### config.mk
export PLATFORM = sky130hd
export DESIGN_NAME = reg_file_wb
export DESIGN_NICKNAME = d
export VERILOG_FILES = /design/src/rtl/reg_file_wb.sv
export SDC_FILE = /design/constraint.sdc
export NUM_CORES = 1
export LEC_CHECK = 0
export ABC_AREA = 1
export BUFFER_PORTS_ARGS = -buffer_cell sky130_fd_sc_hd__buf_4
export CORE_MARGIN = 2
export CORE_UTILIZATION = 35
export DETAILED_ROUTE_END_ITERATION = 12
export RECOVER_POWER = 100
export REMOVE_ABC_BUFFERS = 1
export SLEW_MARGIN = 20
export SYNTH_ARGS = -nofsm -noshare
export SYNTH_HDL_FRONTEND = slang
export SYNTH_SLANG_ARGS = --single-unit
### constraint.sdc
create_clock -name clk -period 6.38 [get_ports clk]
set_input_delay 0.957 -clock clk [delete_from_list [all_inputs] [get_ports clk]]
set_output_delay 0.957 -clock clk [all_outputs]
set_load 0.02 [all_outputs]
### src/rtl/reg_file_wb.sv
// reg_file_wb: 16 x DATA_W general register file with a one-entry write-back
// stage. Reads forward the pending write, so a dependent read issued on the
// edge after a write already sees the new value.
//
// Ports:
//   clk        single clock, rising edge
//   reset      asynchronous active-high reset
//   reg_addr   register address from the decoder stage
//   rd_en      sample an operand read of regs[reg_addr] this edge
//   wr_en      request a write this edge
//   wr_to_acc  1: write goes to ACC_ADDR, 0: write goes to reg_addr
//   wr_data    write data
//   hold       stall: freeze read outputs, drop new write requests
//   rd_data    registered operand read result
//   rd_valid   rd_data was updated at the last edge
//   acc_data   registered accumulator value
//   wb_busy    write-back stage holds an uncommitted write
module reg_file_wb #(
    parameter int unsigned DATA_W   = 8,
    parameter int unsigned NREGS    = 16,
    parameter int unsigned ACC_ADDR = 0
) (
    input  logic              clk,
    input  logic              reset,
    input  logic [3:0]        reg_addr,
    input  logic              rd_en,
    input  logic              wr_en,
    input  logic              wr_to_acc,
    input  logic [DATA_W-1:0] wr_data,
    input  logic              hold,
    output logic [DATA_W-1:0] rd_data,
    output logic              rd_valid,
    output logic [DATA_W-1:0] acc_data,
    output logic              wb_busy
);

    localparam int unsigned ADDR_W = 4;
    localparam logic [ADDR_W-1:0] ACC_A = ADDR_W'(ACC_ADDR);

    logic [DATA_W-1:0] regs [NREGS];

    logic              wb_valid;
    logic [ADDR_W-1:0] wb_addr;
    logic [DATA_W-1:0] wb_data;

    logic [DATA_W-1:0] fwd_rd_c;
    logic [DATA_W-1:0] fwd_acc_c;

    // Forwarded values from pre-edge state; the write captured on the same
    // edge is deliberately not visible (read-before-write).
    always_comb begin
        fwd_rd_c  = regs[reg_addr];
        fwd_acc_c = regs[ACC_A];
        if (wb_valid && (wb_addr == reg_addr)) begin
            fwd_rd_c = wb_data;
        end
        if (wb_valid && (wb_addr == ACC_A)) begin
            fwd_acc_c = wb_data;
        end
    end

    // Register array: commit from the write-back stage, never stalled by hold.
    always_ff @(posedge clk or posedge reset) begin
        if (reset) begin
            for (int i = 0; i < int'(NREGS); i++) begin
                regs[i] <= '0;
            end
        end else if (wb_valid) begin
            regs[wb_addr] <= wb_data;
        end
    end

    // Write-back stage: capture new requests unless stalled.
    always_ff @(posedge clk or posedge reset) begin
        if (reset) begin
            wb_valid <= 1'b0;
            wb_addr  <= '0;
            wb_data  <= '0;
        end else if (wr_en && !hold) begin
            wb_valid <= 1'b1;
            wb_addr  <= wr_to_acc ? ACC_A : reg_addr;
            wb_data  <= wr_data;
        end else begin
            wb_valid <= 1'b0;
        end
    end

    // Operand and accumulator read ports; both freeze under hold.
    always_ff @(posedge clk or posedge reset) begin
        if (reset) begin
            rd_data  <= '0;
            rd_valid <= 1'b0;
            acc_data <= '0;
        end else if (hold) begin
            rd_valid <= 1'b0;
        end else begin
            acc_data <= fwd_acc_c;
            if (rd_en) begin
                rd_data  <= fwd_rd_c;
                rd_valid <= 1'b1;
            end else begin
                rd_valid <= 1'b0;
            end
        end
    end

    assign wb_busy = wb_valid;

endmodule
* Yosys cells after proc, flatten, opt, wreduce, memory -nomap -nowiden
Index checks and enable logic that the tools add are counted.
** Word-level totals
- Memories :: 0
- RAM bits :: 0
- Latch bits :: 0
- Word-level logic and storage cells :: 48
- Memory bits (read-only) :: 0
- Input port bits :: 18
- Register bits after elaboration :: 158
** Operators by class
- Bitwise logic cells :: 3
- Multiply operators :: 0
- $lt $le $gt $ge :: 3
- Add/sub/neg operators :: 0
- Equality and inequality tests :: 1
- Multiplexer cells :: 12
- Shifts and indexed selects :: 0
- Divide/modulo/power cells :: 0
- Reduce and logical (&&, ||, !) cells :: 7
** Operator list (number)
- 128-bit bitwise mux :: 1
- 8-bit two-way mux :: 5
- 8-bit binary-select mux with 4-bit select :: 1
- 8-bit demux with 4-bit select :: 1
- 5-bit >= comparator (second input constant) :: 2
- 4-bit NOT with 5-bit output :: 2
- 5-bit by 1-bit less-than comparator with 1-bit output (second input constant) :: 1
- 4-bit equality test :: 1
- 1-bit logical AND :: 4
- 4-bit logical NOT :: 1
- 4-bit two-way mux :: 1
- 1-bit two-way mux :: 3
- 2-bit AND reduction :: 1
- 1-bit logical NOT :: 1
- 1-bit NOT :: 1

* Logic depth before layout (Yosys ltp)
Gate-level depths: netlist (run 1).
- Depth in word-level cells :: 6
- Mapped depth :: 11
- Gate-level depth less buffers :: 9

* Least setup slack after synthesis (run 1)
OpenSTA, ideal clock, no wires.
- Path type :: input to register
- Start point :: input reg_addr[1]
- End point :: register rd_data[0]
- Arrival :: 1.884 ns
- Setup slack :: 4.380 ns
- Buffers on the path :: 2
- Cell stages on the path :: 11
- Library setup time :: 0.116 ns
- Required time :: 6.264 ns
- Cell sequence :: buf_2 -> inv_2 -> nand2_1 -> nand2_1 -> nor2_1 -> nand3_2 -> buf_6 -> nor2_1 -> nor2_1 -> nand2_1 -> nand2_1
** On the way
- Longest elaborated chain between the ends :: 5
** RTL lines
- start, declared :: line 25 : input logic [3:0] reg_addr,
- 4-bit NOT with 5-bit output (implied by the code) :: line 52 : fwd_rd_c = regs[reg_addr];
- 8-bit binary-select mux with 4-bit select :: line 52
- 8-bit two-way mux (implied by the code) (2 in series) :: line 52
- 8-bit two-way mux (*) :: line 54 : if (wb_valid && (wb_addr == reg_addr)) begin
- end signal, assigned :: line 99 : rd_data <= fwd_rd_c;
- end, declared :: line 31 : output logic [DATA_W-1:0] rd_data,
Every way passes the cells marked *; elsewhere a longest branch is shown, timed or not. The select of a mux whose other input is x is not followed.
A chain may end at the register's enable or synchronous reset.

* Worst setup path in the final report (run 1)
- Start point :: input reg_addr[1]
- End point :: register rd_data[2]
Same word-level chain as after synthesis.

==> results of run 1 <==
## cell type report
class	count	area [um^2]	area share, %
Clock buffer	17	425.4	5.148
Timing Repair Buffer	38	206.4	2.498
Inverter	96	365.4	4.422
Tap cell	275	344.1	4.164
Multi-Input combinational cell	660	2809	33.99
Sequential cell	158	3954	47.85
Clock inverter	15	158.9	1.923
## worst max path at each step
| stage | start | end | slack (ns) | cells past startpoint |
|---|---|---|---|---|
| 2_1_floorplan | reset | acc_data[0] | 1.16 | 1 |
| 3_3_place_gp | reg_addr[0] | rd_data[0] | 3.46 | 10 |
| 3_5_place_dp | reg_addr[0] | rd_data[6] | 3.44 | 10 |
| 4_1_cts | reg_addr[0] | rd_data[3] | 3.89 | 10 |
| 5_1_grt | reg_addr[1] | rd_data[6] | 1.94 | 10 |
| 6_report | reg_addr[1] | rd_data[2] | 2.30 | 10 |
## worst max-delay path, delay by kind of cell
kind                   cells  cell delay (ns)
and+or+nand+nor            8             1.14
buffers and inverters      2             2.31
## power groups by stage
stage	logic [uW]	registers (uW)	clock network [uW]
finish	538	1380	1020
detailed placement	569	1390	0
CTS	571	1380	1030
global route	632	1400	1080
global placement	560	1390	0
floorplan	360	1380	0
## stage by stage
| stage | setup WS [ns] | instances | hold WS, ns | area, um^2 |
|---|---|---|---|---|
| 2_1_floorplan | 1.160 | 914 | 0.4529 | 7176 |
| 3_3_place_gp | 3.464 | 1227 | 0.4655 | 7810 |
| 3_5_place_dp | 3.441 | 1227 | 0.4680 | 7810 |
| 4_1_cts | 3.889 | 1259 | 0.4861 | 8394 |
| 5_1_grt | 1.938 | 1259 | 0.5036 | 8263 |
| 6_report | 2.297 | 1259 | 0.4821 | 8263 |
## cells in the final DEF (no fill, tap or decap)
master,netlist,layout
o21ai_0,137,140
clkinv_4,0,1
clkinvlp_4,0,3
dfrtp_1,158,158
inv_1,91,92
clkbuf_16,0,17
nor2_4,1,1
xor2_1,3,3
inv_6,0,7
nor3_1,0,2
nand2_1,376,376
inv_2,4,2
buf_4,0,17
nor2_1,39,39
clkinv_2,0,3
clkbuf_1,20,21
nor4_1,0,2
nand3_1,96,96
clkinv_1,1,1
bufinv_16,0,2
nand3_2,1,1
## cell families (layout without fill, tap and decap cells)
family / count (synthesis) / count (layout) / synth area share, %
compound gates: 140 / 140 / 9.383
buf+inv: 150 / 166 / 8.730
flops: 158 / 158 / 52.95
simple gates: 517 / 517 / 28.59
xor+xnor: 3 / 3 / 0.3519
## registers in the layout, indices dropped and copies added (netlist names)
register / count
rd_data: 8
rd_valid: 1
regs: 128
wb_data: 8
acc_data: 8
wb_addr: 4
wb_busy: 1
## metal layers
layer	wire length, um	global-route usage (%)
met1	9751	27.06
met2	9021	29.25
met3	819	3.079
met4	297	5.660
met5	0	0
==> metrics, run 1 <==
outcome finished with violations; failing checks capacitance limit, slew limit; Design Power about 3000 uW; Clock Tree Root clkbuf_16; endpoints failing hold 0; DRT antenna net count 0; filler cell count 2,190; hold_buf cts 0; clock skew approximately 0.014 ns; clock latency on the worst-skew pair between 0.4 and 0.5 ns; die height roughly 150 um; Mapped Cells approximately 970; Avg Cell Area, Syn 7.714 um^2; Final setup viols 0; final setup TNS 0 ns; Max VDD drop approximately 0.18 mV; Starting Density 35.63%; die area between 20,000 and 25,000 um^2; clock share of power 34.7%; P&R area growth vs syn 10.66%; RSZ-0062 raised after global routing false; worst slew pin tran roughly 2.7 ns; Pint between 1500 and 2000 uW; reg2reg end regs[75]; area leader, netlist dfrtp_1; Max H-tree Level 4; leakage power a little over 0.004 uW; dominant synthesized flop cell dfrtp_1; layout cell share with drive strength beyond 1 5.488%; Buffers on Ports 35; Clk pin slew, worst setup/hold paths 0.07 ns; startpoint types input port; Synth Warn # 0; Yosys top cell area share between 50 and 60%; Net Sw Power about 940 uW; Critical Path Sink Type flop; Crit Path Category in -> reg; final weighted congestion in routability-driven placement about 0.84; Reg power frac 47.0%; largest net degree at the start of global routing ~100; Worst Hold End acc_data[6]; Reg-to-Reg Start wb_busy; most used cell, CP nand2_1; first-pass GRT wire length 32,180 um; sequential share of the synthesized area approximately 53%; Post-synth ARST share 100.0%; Finished Core Util roughly 39%; Final min period approximately 4.1 ns; Yosys reg bits approximately 160; R2R cell count 3; Final Slew Violations 78; Cell Chain, Critical Path clkbuf_1 -> inv_2 -> nand2_1 -> nand2_1 -> nor2_1 -> nand3_2 -> nor2_1 -> nor2_1 -> nand2_1 -> nand2_1; Slew HR -80.45%; biggest cell delay along the critical path approximately 1.6 ns; Antenna Cells 0; Routed WL 19,890 um; Switching Share between 30% and 40%; Max Cap Viol 3; EDFF count, synth 0; I/O pin cnt 36; GR Overflow Total 0; CTS tree yes; worst hold start acc_data[6]; CTS sink count about 160; Iteration-0 DRC Markers just under 400; reg-to-reg slack, setup between 3 and 4 ns; min-delay worst type reg -> reg; Pre-antenna DRT Iters 5; post-CTS setup buffer count 0; Critical Path RT around 6.7 ns; count leader, synth nand2_1; TritonCTS Buffers 17; number of global-route vias before repair 5,768; synthesized cell area 7467 um^2; crit-path max FO 43; wire length per cell between 15 and 20 um; All-Layer GR Usage about a fifth; CTS max path bufs 2; hold path cells 2; # nets final about 1,000; final worst path period share between 60 and 70%; upper clock frequency limit ~0.24 GHz; # DRC 0; PD cells 355.0 nW/um^2; Critical-path top delay cell clkbuf_1; cts repair resizes 0; DR vias approximately 6,100; largest cells by area after synthesis dfrtp_1, nand2_1, o21ai_0; Gate power share a little under a fifth; Avg Vias per Cell 4.853; number of core rows between 50 and 60; CORE AREA about 21,000 um^2; Die Span X between 150 and 200 um; CP arrival 4.40 ns; Yosys cell types 18; post-DP HPWL approximately 13,000 um; most frequent cells after synthesis nand2_1, dfrtp_1, o21ai_0; initial antenna violation count 0
No activity file was read; power rests on OpenSTA's default activity.
==> run 2, diff against run 1 <==
Clock period 6.38 ns to 3.5 ns, I/O delays scaled along.
==> run 2 against run 1 <==
Total power up 81%; the run still ends with capacitance limit, slew limit left; clock power is 78% higher; critical path type unchanged; largest power group unchanged; sequential cell count did not move; design area up 0.35%.
==> metrics, run 2 (synthesis results as in run 1) <==
outcome finished with violations; failing checks capacitance limit, slew limit; PD cells 638.9 nW/um^2 (+80%); Final setup viols 0 (unchanged); min-delay worst type in -> async; cts repair resizes 0 (unchanged); final weighted congestion in routability-driven placement 0.8269 (-1.9%); first-pass GRT wire length 31,510 um (-2.1%); Clock Tree Root clkbuf_16; Iteration-0 DRC Markers 508 (+30%); commonest non-fill, non-tap cell in the layout nand2_1; crit-path max FO 43 (unchanged); CP arrival 2.72 ns (-1.68 ns); filler cell count 2,235 (+2.1%); RSZ-0062 raised after global routing false; Routed WL 19,450 um (-2.2%); Placed Area 7840 um^2 (+0.38%); die area 22,520 um^2 (unchanged); clock skew 0.01456 ns (+0.0003401 ns); max reg flops 128 (unchanged); Critical-path top delay cell clkbuf_2; Pre-antenna DRT Iters 5 (unchanged); All-Layer GR Usage 18.42% (-0.41 points); Antenna Cells 0 (unchanged); DR vias 6,108 (-0.033%); die height 150.1 um (unchanged); Buffers on Ports 35 (unchanged); most used cell, CP nand2_1; DRT antenna net count 0 (unchanged); Largest delay share family, worst path buffers and inverters; P&R area growth vs syn 11.04%; I/O pin cnt 36 (unchanged); final setup margin 1.098 ns (-1.198 ns); hold_buf cts 0 (unchanged); post-CTS setup buffer count 0 (unchanged); upper clock frequency limit 0.4163 GHz; number of global-route vias before repair 5,780 (+0.21%); layout cell share with drive strength beyond 1 5.972% (+0.48 points); endpoints failing hold 0 (unchanged); Final Slew Violations 17 (-78%); Clk pin slew, worst setup/hold paths 0.07 ns (about the same); Max H-tree Level 4 (unchanged); most frequent cells in the layout nand2_1, dfrtp_1, o21ai_0, nand3_1, inv_1; number of core rows 53 (unchanged); Place WS 1.106 ns (-2.335 ns); Max VDD drop 0.3380 mV (+89%); Crit Path Category in -> reg; Max Cap Viol 2 (-1); CTS sink count 158 (unchanged); CTS tree yes; clock latency on the worst-skew pair 0.44 ns (about the same); post-DP HPWL 12,410 um (-3.7%); fin area 8292 um^2 (+0.35%); Cell Chain, Critical Path clkbuf_2 -> inv_2 -> nand2_1 -> nand2_1 -> nor2_1 -> nand3_2 -> nor2_1 -> nor2_1 -> nand2_1 -> nand2_1; crit path buf inv count 2 (unchanged); Largest Register regs; final setup TNS 0 ns (unchanged); largest net degree at the start of global routing 60 (-42%); initial antenna violation count 0 (unchanged); Slew HR -4.281% (+76 points); leakage power 0.004048 uW (+0.25%); biggest cell delay along the critical path 0.75 ns (-0.83 ns); final worst path period share roughly 70%; CORE AREA 20,960 um^2 (unchanged); Die Span X 150.1 um (unchanged); worst slew pin tran 1.551 ns (-1.131 ns); wire length per cell 15.40 um (-2.5%); Critical Path Sink Type flop; Critical Path RT 3.82 ns (-2.88 ns); GR Overflow Total 0 (unchanged); # nets final 993 (+0.40%); Final min period roughly 2.4 ns; Avg Vias per Cell 4.836 (-0.35%); CTS max path bufs 2 (unchanged); Finished Core Util 39.57% (+0.14 points); # DRC 0 (unchanged); startpoint types input port; TritonCTS Buffers 17 (unchanged); Fin Hold WS 0.1596 ns (-0.3224 ns); Starting Density 35.63% (unchanged)
==> run 2: path summary, 6_finish.rpt <==
path | slack, ns | cells past startpoint | end | start
setup / recovery | 1.10 | 10 | rd_data[1] | reg_addr[1]
setup reg to reg | 1.12 | 3 | regs[74] | wb_busy
hold / removal | 0.16 | 2 | regs[41] | reset
max in group asynchronous | 2.00 | 3 | regs[43] | reset
min in group clk | 0.29 | 3 | wb_data[3] | wr_data[3]
hold reg to reg | 0.49 | 2 | regs[96] | regs[96]
==> run 2: area by class of cell <==
type | count | area, um^2 | share of cell area [%]
sequential | 158 | 3954 | 47.68
multi-input combinational | 660 | 2821 | 34.03
clock buffer | 17 | 425.4 | 5.131
inverter | 96 | 365.4 | 4.406
tap | 275 | 344.1 | 4.150
timing repair buffer | 42 | 230.2 | 2.777
clock inverter | 15 | 151.4 | 1.826
==> run 2: through the flow <==
| stage | power [uW] | std cells |
|---|---|---|
| floorplan | 3169 | 914 |
| global placement | 3538 | 1231 |
| detailed placement | 3561 | 1231 |
| CTS | 5396 | 1263 |
| global route | 5628 | 1263 |
| finish | 5297 | 1263 |
==> run 2: routing by layer <==
layer | routed length (um) | vias to the layer above | GRT usage [%] | share of wire, %
li1 | - | 3044 | - | -
met1 | 9058 | 2863 | 25.62 | 47
met2 | 8971 | 165 | 28.26 | 46
met3 | 962 | 36 | 4.116 | 4.9
met4 | 458 | 0 | 6.604 | 2.4
met5 | 0 | - | 0 | 0
==> run 2: worst register-to-register path, cell delays in order (launching register included) <==
cell,delay [ns]
dfrtp_1,0.55
inv_1,0.19
nor4_2,1.26
o21ai_0,0.20
==> run 2: where the power goes <==
part,total (uW),internal (uW),switching (uW),leakage (uW)
Clock,1820,999,820,0.000276
Combinational,993,332,661,0.00168
Sequential,2480,2250,234,0.00209
==> run 3, diff against run 2 <==
Settings changed: ABC_AREA 1 to 0.
Clock period 3.5 ns to 2 ns, I/O delays scaled along.
==> run 3 against run 2 <==
The run now ends clean; sequential power up 74%; non-clock buffer count grew 24; global-route usage is 1.1 points lower; setup slack lost 0.91 ns; routed wire length is 16% lower; via count shrank 28%; first-iteration DRC count is 47% lower; synthesized cell count is 47% lower; critical path type is now reg -> reg; critical endpoint is now regs[103]; largest cell class unchanged; highest routed layer unchanged.
==> metrics, run 3 <==
P&R area growth vs syn 17.30%; GR Overflow Total 0 (unchanged); clock latency on the worst-skew pair 0.43 ns (about the same); Final Slew Violations 0 (-17); post-DP HPWL 11,540 um (-7.0%); largest cells by area after synthesis dfrtp_1, mux2_2, mux4_2; startpoint types flop; synthesized cell area 6942 um^2 (-7.0%); Slew HR 21.99% (+26 points); critical path launch point wb_addr[3]; PD cells 1095 nW/um^2 (+71%); Max H-tree Level 4 (unchanged); most frequent cells after synthesis dfrtp_1, mux2_2, nand2_1; commonest non-fill, non-tap cell in the layout dfrtp_1; largest net degree at the start of global routing 52 (-13%); hold path cells 3; Storage cell area 3954 um^2 (unchanged); Crit Path Category reg -> reg; # nets final 585 (-41%); # DRC 0 (unchanged); Clock Tree Root clkbuf_16; Critical Path RT 2.31 ns (-1.51 ns); Die Span X 144.8 um (-3.5%); Largest delay share family, worst path flip-flops; most frequent cells in the layout dfrtp_1, mux2_2, nand2_1, o21ai_0, mux4_2; Post-synth ARST share 100.0% (unchanged); upper clock frequency limit 0.5511 GHz; number of global-route vias before repair 4,691 (-19%); Critical Path Sink Type flop; EDFF count, synth 0 (unchanged); CP arrival 2.12 ns (-0.60 ns); total placed cells including tap cells 812 (-34%); uppermost layer routed met4; Antenna Cells 0 (unchanged); Routed WL 16,270 um (-16%); Avg Cell Area, Syn 13.48 um^2 (+75%); wire length per cell 19.26 um (+25%); I/O pin cnt 36 (unchanged); final worst path period share between 90% and 100%; Design Power 8915 uW (+68%); die area 20,980 um^2 (-6.9%); met2 WL 7648 um (-15%); CTS max path bufs 2 (unchanged); filler cell count 1,814 (-19%); Placed Area 7690 um^2 (-1.9%); crit-path max FO 8 (-81%); min-delay worst type in -> reg; final weighted congestion in routability-driven placement 0.8358 (+1.1%); multi-input logic area 2790 um^2 (-1.1%); leakage power 0.003700 uW (-8.6%); R2R cell count 5 (+2); Max Cap Viol 0 (-2); Critical-path top delay cell dfrtp_1; RSZ-0062 raised after global routing false; Clk pin slew, worst setup/hold paths 0.06 ns (about the same); reg2reg end regs[103]; die height 144.8 um (-3.5%); WP depth 5 (-5); end of the critical path regs[103]; Reg-to-Reg Start wb_addr[3]; routed wl met3 600 um (-38%); Yosys top cell area share 56.96% (+4.0 points); CTS sink count 158 (unchanged); layout cell share with drive strength beyond 1 35.52% (+30 points); crit path buf inv count 2 (unchanged); dominant synthesized flop cell dfrtp_1; cts repair resizes 0 (unchanged); CORE AREA 19,460 um^2 (-7.1%); Mapped Cells 515 (-47%); WL met1 7778 um (-14%); Yosys reg bits 158 (unchanged); Final min period between 1.5 and 2 ns; Cell Chain, Critical Path nor3b_2 -> clkbuf_1 -> nor2b_1 -> clkbuf_2 -> mux2_2; Fin Hold WS 0.07847 ns (-0.08116 ns); fin area 8143 um^2 (-1.8%); Finished Layout Cells 845 (-33%); area leader, netlist dfrtp_1; clock skew 0.007275 ns (-0.007284 ns); Starting Density 35.67% (about the same); Iteration-0 DRC Markers 268 (-47%); sequential share of the synthesized area 56.96% (+4.0 points); final setup margin 0.1854 ns (-0.9128 ns); Final setup viols 0 (unchanged); All-Layer GR Usage 17.28% (-1.1 points); max reg flops 128 (unchanged); Avg Vias per Cell 5.179 (+7.1%); TritonCTS Buffers 17 (unchanged); first-pass GRT wire length 26,620 um (-16%); DRT antenna net count 0 (unchanged); Pre-antenna DRT Iters 4 (-1); initial antenna violation count 0 (unchanged); biggest cell delay along the critical path 0.46 ns (-0.29 ns); Buffers on Ports 35 (unchanged); Place WS 0.1552 ns (-0.9509 ns); outcome complete, no violations; Max VDD drop 0.4567 mV (+35%); Largest Register regs; CTS tree yes; count leader, synth dfrtp_1; reg-to-reg slack, setup 0.19 ns (-0.93 ns); Synth Warn # 0 (unchanged); Yosys cell types 29 (+11); DR vias 4,376 (-28%); worst slew pin tran 1.168 ns (-0.3836 ns); number of core rows 51 (-3.8%); endpoints failing hold 0 (unchanged)
-- run 3: final cells by class --
class | instances | share of cell area [%]
multi-input combinational | 313 | 34.27
tap | 265 | 4.072
timing repair buffer | 66 | 5.516
inverter | 11 | 0.5532
sequential | 158 | 48.56
clock buffer | 19 | 5.439
clock inverter | 13 | 1.598
-- run 3: where the power goes --
group          internal, uW  total, uW  switching (uW)
registers              3860       4320             459
logic                   754       1470             720
clock network          1770       3120            1350
total                  6390       8910            2530
-- run 3: worst min path at each step --
| stage | startpoint | to | slack [ns] |
|---|---|---|---|
| floorplan | wr_data[0] | wb_data[0] | 0.42 |
| global placement | reset | regs[17] | 0.38 |
| detailed placement | reset | regs[87] | 0.39 |
| CTS | wr_data[6] | wb_data[6] | 0.06 |
| global route | wr_data[4] | wb_data[4] | 0.08 |
| finish | wr_data[6] | wb_data[6] | 0.08 |
-- run 3: cell families (layout without fill, tap and decap cells) --
kind of cell / after synthesis / in the layout / share of synthesized area, %
AOI/OAI and AO/OA: 73 / 73 / 6.615
xor gates and xnor gates: 4 / 4 / 0.5048
buffers and inverters: 44 / 109 / 2.776
DFF: 158 / 158 / 56.96
muxes: 128 / 128 / 25.96
and+or+nand+nor: 108 / 108 / 7.192
-- run 3: through the flow --
step / setup TNS (ns) / util (%)
after floorplan: -404.99 / -
after global placement: 0 / 39.51
after detailed placement: 0 / 39.51
after CTS: 0 / 42.51
after global routing: 0 / 41.84
final: 0 / 41.84
-- run 3: worst min-delay path: stages --
cell and delay [ns]:
buf_4 0.08, nand2_1 0.03, o21ai_0 0.05
-- run 3: routing by layer --
| metal | track usage (%) | up-vias |
|---|---|---|
| met5 | 0 | - |
| met4 | 5.161 | 0 |
| met3 | 4.344 | 19 |
| met2 | 27.14 | 91 |
| met1 | 23.82 | 2308 |
| li1 | - | 1958 |
-- run 3: repair_timing --
| action | in CTS | in global routing |
|---|---|---|
| setup endpoints to repair | 0 | 0 |
| endpoints found under the hold margin | 48 | 0 |
| hold buffers | 1 | 0 |
| buffers inserted | 0 | 0 |
